### config.mk
export PLATFORM = sky130hd
export DESIGN_NAME = mips_multicycle
export DESIGN_NICKNAME = d
export VERILOG_FILES = /design/src/rtl/mips_multicycle.sv
export SDC_FILE = /design/constraint.sdc
export NUM_CORES = 2
export LEC_CHECK = 0
export CAP_MARGIN = 10
export CORE_ASPECT_RATIO = 0.75
export CORE_MARGIN = 3
export CORE_UTILIZATION = 60
export CTS_BUF_LIST = sky130_fd_sc_hd__clkbuf_8
export DETAILED_ROUTE_END_ITERATION = 7
export PLACE_DENSITY = 0.84
export SYNTH_ARGS = -nofsm -noshare
export SYNTH_HDL_FRONTEND = slang
export SYNTH_SLANG_ARGS = --single-unit
### constraint.sdc
create_clock -name clock -period 10.6 [get_ports clock]
set_input_delay 1.59 -clock clock [delete_from_list [all_inputs] [get_ports clock]]
set_output_delay 1.59 -clock clock [all_outputs]
set_load 0.01 [all_outputs]
### src/rtl/mips_multicycle.sv
// Multicycle MIPS subset core sharing one instruction/data memory port.
// state    | meaning
// FETCH    | read instruction at PC, PC += 4
// DECODE   | latch A = reg[rs], B = reg[rt]
// EXEC     | ALU op, address calc, branch/jump resolution
// MEM      | data load/store at ALUOut
// WB       | register file write
// HALT     | terminal until reset
module mips_multicycle #(
    parameter logic [31:0] RESET_PC        = 32'h0000_0000,
    parameter bit          HALT_ON_ILLEGAL = 1'b1
) (
    input  logic        clock,
    input  logic        reset_n,
    output logic        mem_req,
    output logic        mem_we,
    output logic [31:0] mem_addr,
    output logic [31:0] mem_wdata,
    input  logic [31:0] mem_rdata,
    input  logic        mem_ready,
    output logic [31:0] pc_out,
    output logic        halted
);

    localparam logic [2:0] S_FETCH  = 3'd0;
    localparam logic [2:0] S_DECODE = 3'd1;
    localparam logic [2:0] S_EXEC   = 3'd2;
    localparam logic [2:0] S_MEM    = 3'd3;
    localparam logic [2:0] S_WB     = 3'd4;
    localparam logic [2:0] S_HALT   = 3'd5;

    logic [2:0]  state;
    logic [31:0] pc, ir, a, b, alu_out, mdr;
    logic [31:0] regs [0:31];

    logic [5:0]  op, funct;
    logic [4:0]  rs, rt, rd, shamt;
    logic [31:0] simm, zimm, addr_sum, alu_result, wb_data;
    logic [4:0]  wb_idx;
    logic        is_rtype, is_add, is_and, is_nor, is_slt, is_sll, is_jr;
    logic        is_addi, is_andi, is_lw, is_sw, is_beq, is_jal, is_alu, legal;

    assign op    = ir[31:26];
    assign rs    = ir[25:21];
    assign rt    = ir[20:16];
    assign rd    = ir[15:11];
    assign shamt = ir[10:6];
    assign funct = ir[5:0];
    assign simm  = {{16{ir[15]}}, ir[15:0]};
    assign zimm  = {16'h0000, ir[15:0]};

    assign is_rtype = (op == 6'h00);
    assign is_add   = is_rtype && (funct == 6'h20);
    assign is_and   = is_rtype && (funct == 6'h24);
    assign is_nor   = is_rtype && (funct == 6'h27);
    assign is_slt   = is_rtype && (funct == 6'h2A);
    assign is_sll   = is_rtype && (funct == 6'h00);
    assign is_jr    = is_rtype && (funct == 6'h08);
    assign is_addi  = (op == 6'h08);
    assign is_andi  = (op == 6'h0C);
    assign is_lw    = (op == 6'h23);
    assign is_sw    = (op == 6'h2B);
    assign is_beq   = (op == 6'h04);
    assign is_jal   = (op == 6'h03);
    assign is_alu   = is_add | is_and | is_nor | is_slt | is_sll | is_addi | is_andi;
    assign legal    = is_alu | is_jr | is_lw | is_sw | is_beq | is_jal;

    assign addr_sum = a + simm;
    assign wb_idx   = is_rtype ? rd : rt;
    assign wb_data  = is_lw ? mdr : alu_out;

    always_comb begin
        alu_result = '0;
        if (is_add)       alu_result = a + b;
        else if (is_and)  alu_result = a & b;
        else if (is_nor)  alu_result = ~(a | b);
        else if (is_slt)  alu_result = {31'd0, ($signed(a) < $signed(b))};
        else if (is_sll)  alu_result = b << shamt;
        else if (is_addi) alu_result = a + simm;
        else if (is_andi) alu_result = a & zimm;
    end

    // Gated by reset_n so an abandoned transaction drops the request immediately.
    always_comb begin
        mem_req   = 1'b0;
        mem_we    = 1'b0;
        mem_addr  = '0;
        mem_wdata = '0;
        if (reset_n) begin
            if (state == S_FETCH && pc[1:0] == 2'b00) begin
                mem_req  = 1'b1;
                mem_addr = pc;
            end else if (state == S_MEM) begin
                mem_req   = 1'b1;
                mem_addr  = alu_out;
                mem_we    = is_sw;
                mem_wdata = is_sw ? b : '0;
            end
        end
    end

    assign pc_out = pc;
    assign halted = (state == S_HALT);

    always_ff @(posedge clock or negedge reset_n) begin
        if (!reset_n) begin
            state   <= S_FETCH;
            pc      <= RESET_PC;
            ir      <= '0;
            a       <= '0;
            b       <= '0;
            alu_out <= '0;
            mdr     <= '0;
            for (int i = 0; i < 32; i++) regs[i] <= '0;
        end else begin
            case (state)
                S_FETCH: begin
                    if (pc[1:0] != 2'b00) begin
                        state <= S_HALT;
                    end else if (mem_ready) begin
                        ir    <= mem_rdata;
                        pc    <= pc + 32'd4;
                        state <= S_DECODE;
                    end
                end
                S_DECODE: begin
                    a     <= regs[rs];
                    b     <= regs[rt];
                    state <= S_EXEC;
                end
                S_EXEC: begin
                    if (!legal) begin
                        state <= HALT_ON_ILLEGAL ? S_HALT : S_FETCH;
                    end else if (is_beq) begin
                        if (a == b) pc <= pc + {simm[29:0], 2'b00};
                        state <= S_FETCH;
                    end else if (is_jal) begin
                        regs[31] <= pc;
                        pc       <= {pc[31:28], ir[25:0], 2'b00};
                        state    <= S_FETCH;
                    end else if (is_jr) begin
                        if (a[1:0] != 2'b00) begin
                            state <= S_HALT;
                        end else begin
                            pc    <= a;
                            state <= S_FETCH;
                        end
                    end else if (is_lw || is_sw) begin
                        if (addr_sum[1:0] != 2'b00) begin
                            state <= S_HALT;
                        end else begin
                            alu_out <= addr_sum;
                            state   <= S_MEM;
                        end
                    end else begin
                        alu_out <= alu_result;
                        state   <= S_WB;
                    end
                end
                S_MEM: begin
                    if (mem_ready) begin
                        if (is_lw) begin
                            mdr   <= mem_rdata;
                            state <= S_WB;
                        end else begin
                            state <= S_FETCH;
                        end
                    end
                end
                S_WB: begin
                    if (wb_idx != 5'd0) regs[wb_idx] <= wb_data;
                    state <= S_FETCH;
                end
                default: state <= S_HALT;
            endcase
        end
    end

endmodule
## Yosys cells after proc, flatten, opt, wreduce, memory -nomap -nowiden

Index checks and enable logic that the tools add are counted.

| word-level totals | value |
|---|---|
| output and inout bits | 99 |
| register bits after elaboration | 1219 |
| word-level logic and storage cells | 190 |

| cells by class | value |
|---|---|
| order comparisons | 5 |
| muxes and demuxes | 59 |
| equal/unequal tests | 32 |
| shift operators | 1 |
| reduce and logical (&&, ||, !) cells | 27 |
| bitwise gates (word level) | 22 |
| add/subtract/negate cells | 4 |

Operator list:

| operator | number |
|---|---|
| $mux 32 | 34 |
| $bwmux 1024 | 1 |
| $bmux 32 s5 | 2 |
| $demux 32 s5 | 1 |
| $pmux 32 s2 | 2 |
| $add 32x32->32 | 3 |
| $eq 6x6->1 const B | 6 |
| $mux 3 | 11 |
| $add 32x3->32 const B | 1 |
| $and 32x16->32 | 1 |
| $and 32x32->32 | 1 |
| $eq 32x32->1 | 1 |
| $lt 32x32->1 | 1 |
| $not 32->32 | 1 |
| $or 32x32->32 | 1 |
| $shl 32x5->32 | 1 |
| $eq 6x4->1 const B | 3 |
| $ge 6x6->1 const B | 3 |
| $not 5->6 | 3 |
| $ne 2x2->1 const B | 8 |
| $pmux 3 s5 | 1 |
| $logic_not 6->1 | 2 |
| $ne 3x3->1 const B | 4 |
| $or 1x1->1 | 11 |
| other kinds (23) | 47 |

## Logic depth before layout (Yosys ltp)

| logic depth | value |
|---|---|
| depth in word-level cells | 15 |
| gate-level depth with buffers | 14 |
| mapped depth without buffers | 14 |

## Worst setup path after synthesis

Ideal clock, no wire load.

| timing path | value |
|---|---|
| path kind | input-to-output |
| start point | input port reset_n |
| end point | output port mem_wdata[22] |
| required time | 9010 ps |
| cell stages on the path | 4 |
| data arrival time | 2595 ps |
| path buffers | 1 |
| slack | 6415 ps |
| path through | nor3b_1 and3_1 clkbuf_1 and2_1 |

| on the way | value |
|---|---|
| longest elaborated chain between the ends | 1 |

Ends and longest elaborated chain:

| item | RTL line | RTL |
|---|---|---|
| start, declared | 14 | `input logic reset_n,` |
| $mux 32 | 89 | `if (reset_n) begin` |
| end, declared | 18 | `output logic [31:0] mem_wdata,` |

No other way between the ends.

## Final worst setup path

| timing path | value |
|---|---|
| start point | input port reset_n |
| end point | output port mem_wdata[26] |

Same word-level chain as after synthesis.

==> results.tsv <==
stage	metric	value	unit
global_routing	initial antenna violation count	6	
die	core region area	115000	sq um
timing	Final setup viols	0	
synth	Main synth FF type	dfrtp_1	
placed_design	dpl hpwl	155000	um
synth	synth warn	0	
global_routing	Total GRT Usage	40.2	%
power	power share of the clock group	17.2	%
cts	Num Clock Sinks	1219	
worst_setup_path	critical path endpoint category	primary output	
worst_setup_path	r2r endpoint	pc_out[26]$_DFFE_PN0P_	
worst_setup_path	WP depth	5	
die	die width	400	um
worst_setup_path	worst-path maximum fanout	86	
drt	DR vias/cell	7.23	
worst_setup_path	Crit path max-delay family	simple AND/OR/NAND/NOR gates	
power	switch share	45.3	%
drt	DRC violations left	1	
timing	Slew headroom	11.4	%
cts	post-cts gate resize count	0	
timing	unrepaired setup endpoints after global routing	false	
power	Max VDD drop	219	uV
worst_setup_path	type of origin of the critical path	primary input	
synth	synth unique cells	83	
cts	# hold bufs at CTS	0	
synth	Syn Inst Count	6608	
placed_design	pre-CTS setup slack	5030	ps
job	max_cap viols	0	
power	switching pwr	0.0109	W
synth	count leader, synth	dfrtp_1	
drt	WL per Instance	30.0	um
layout	FF+latch area	30500	sq um
global_routing	first-pass GRT wire length	362000	um
status	failing checks	design-rule violations	
synth	top post-synthesis cells by area	dfrtp_1, mux4_2, a21oi_1	
timing	worst clock skew	48.2	ps
worst_setup_path	CP max stage delay	780	ps
die	Initial Util	61.1	%
timing	total negative slack	0	ps
cts	Post-CTS Setup Inserts	0	
worst_hold_path	min-delay src	regs[997]$_DFFE_PN0P_	
timing	FMAX	177	MHz
die	die height	302	um
worst_setup_path	Buf/Inv on CP	2	
synth	top-area cell type share of the netlist area	43.6	%
status	status	finished with violations	
power	Flop pwr share	33.0	%
synth	area leader, netlist	dfrtp_1	
placed_design	gpl congestion	1.05	
synth	syn_nets	6803	
placed_design	number of port buffers	133	
drt	starting DRC count in detailed routing	9396	
worst_setup_path	CP Cell Sequence	buf_12, nor3b_1, and3_1, and2_1, clkdlybuf4s50_1	
power	pwr dens	314	nW/um^2
synth	register bit count reported by yosys	1219	
global_routing	GRT overflow	0	
synth	asr flop ratio synth	100	%
timing	fin. max-slew vios	0	
worst_setup_path	CP Capture Point	mem_wdata[26]	
synth	Synth top cells by count	dfrtp_1, nand2_1, a21oi_1	
synth	Netlist Area Pre-Place	70000	sq um
worst_setup_path	worst r2r path cells	11	
timing	Final Hold Fails	0	
layout	Final nets	6624	
synth	Mean Syn Cell Area	10.6	sq um
drt	vias	58607	
worst_setup_path	CP Launch Point	reset_n	
timing	Worst-Margin Slew	1310	ps
global_routing	largest net degree at the start of global routing	178	
power	Pwr Total	0.0240	W
layout	layout cells sized above 1	19.1	%
power	combinational power share	49.8	%
layout	Area Overhead vs Synth	8.87	%
drt	drt first pass iters	8	
timing	crit path setup slack, layout	4940	ps
global_routing	vias in the first global route	57541	
layout	final cell count without fillers	8104	
cts	Clk pin slew, worst setup/hold paths	60	ps
worst_setup_path	Worst EP arrival	4070	ps
worst_setup_path	CP max stage cell	and3_1	
power	Cell Int Power	0.0131	W
worst_hold_path	Hold Crit Class	reg2reg	
cts	CTS buffer count	179	
placed_design	Cells after DPL	7774	
worst_setup_path	r2r setup slk	5710	ps
die	Rows	107	
cts	Clock Path Buffers	3	
cts	CTS root buffer	clkbuf_8	
cts	H-tree depth	4	
timing	fin crit period	5660	ps
drt	ANT nets after route	0	
power	P_leak	32.1	nW
layout	Multi-input gate area	37000	sq um
cts	Worst-Skew Late Latency	960	ps
worst_setup_path	Setup CP Type	in2out	
cts	CTS tree	built	
synth	Post-synth EDFFs	0	
die	DIE AREA	121000	sq um
worst_setup_path	reg2reg start	b[28]$_DFFE_PN0N_	
worst_setup_path	CP required	9010	ps
synth	Seq/Total Area, Yosys	43.6	%
layout	filler cell count in the final layout	8211	
die	I/O pins	134	
timing	period utilization	53.4	%
drt	DRT Wirelength	243000	um
==> metrics by stage <==
stage                     cell area, sq um  hold slack (ps)  util [%]
final                                76200              395      66.5
after global routing                 76200              409      66.5
after CTS                            76200              398      66.5
after detailed placement             72300              382      63.1
after global placement               72300              376      63.1
after floorplan                      70000              441         -
==> sequential cells by signal (all words and copies together) (netlist names) <==
signal / cells
state: 3
pc_out: 32
b: 32
alu_out: 32
mdr: 32
ir: 32
regs: 1024
a: 32
==> cell type report <==
| type | instances | share of cell area [%] |
|---|---|---|
| Tap cell | 1526 | 2.51 |
| Inverter | 112 | 0.552 |
| Antenna cell | 3 | 0.00985 |
| Clock buffer | 230 | 4.15 |
| Sequential cell | 1219 | 40.1 |
| Clock inverter | 97 | 0.875 |
| Timing Repair Buffer | 267 | 3.23 |
| Multi-Input combinational cell | 4650 | 48.6 |
==> cells by family after synthesis <==
group           synth area share, %
buf+inv                        4.01
xor+xnor                       1.00
mux                            23.9
flops                          43.6
simple gates                   10.7
fa+ha+maj                      2.89
compound gates                 14.0
==> cells in the final DEF (no fill, tap or decap), types with 125 or more instances in the layout <==
master,n
buf_4,125
o21ai_0,650
inv_1,167
mux4_2,661
nor2_1,671
clkbuf_8,230
clkdlybuf4s50_1,132
dfrtp_1,1208
a21oi_1,788
ha_1,157
nand2_1,813
==> worst min-delay path by stage <==
stage | end | slack (ps) | depth (start not counted)
after floorplan | regs[1000]$_DFFE_PN0P_ | 440 | 1
after CTS | regs[1012]$_DFFE_PN0P_ | 400 | 0
after global routing | regs[1011]$_DFFE_PN0P_ | 410 | 0
final | regs[997]$_DFFE_PN0P_ | 400 | 0
after global placement | regs[1005]$_DFFE_PN0P_ | 380 | 0
after detailed placement | regs[1004]$_DFFE_PN0P_ | 380 | 0
==> power by group through the flow <==
stage               Clock (W)  Sequential [W]  Combinational [W]
floorplan                   0         0.00680            0.00853
global placement            0         0.00771             0.0112
detailed placement          0         0.00783             0.0115
CTS                   0.00413         0.00777             0.0115
global route          0.00433         0.00798             0.0126
finish                0.00413         0.00791             0.0119
==> layer usage <==
layer  vias up  global-route usage (%)  wire [um]
met2      4993                    56.2     102000
met4         8                    22.1      14900
li1      23692                       -          -
met5         -                   0.351         80
met1     28865                    54.7      87700
met3      1049                    15.3      38200
Note: power is estimated with default switching activity, not from simulation.
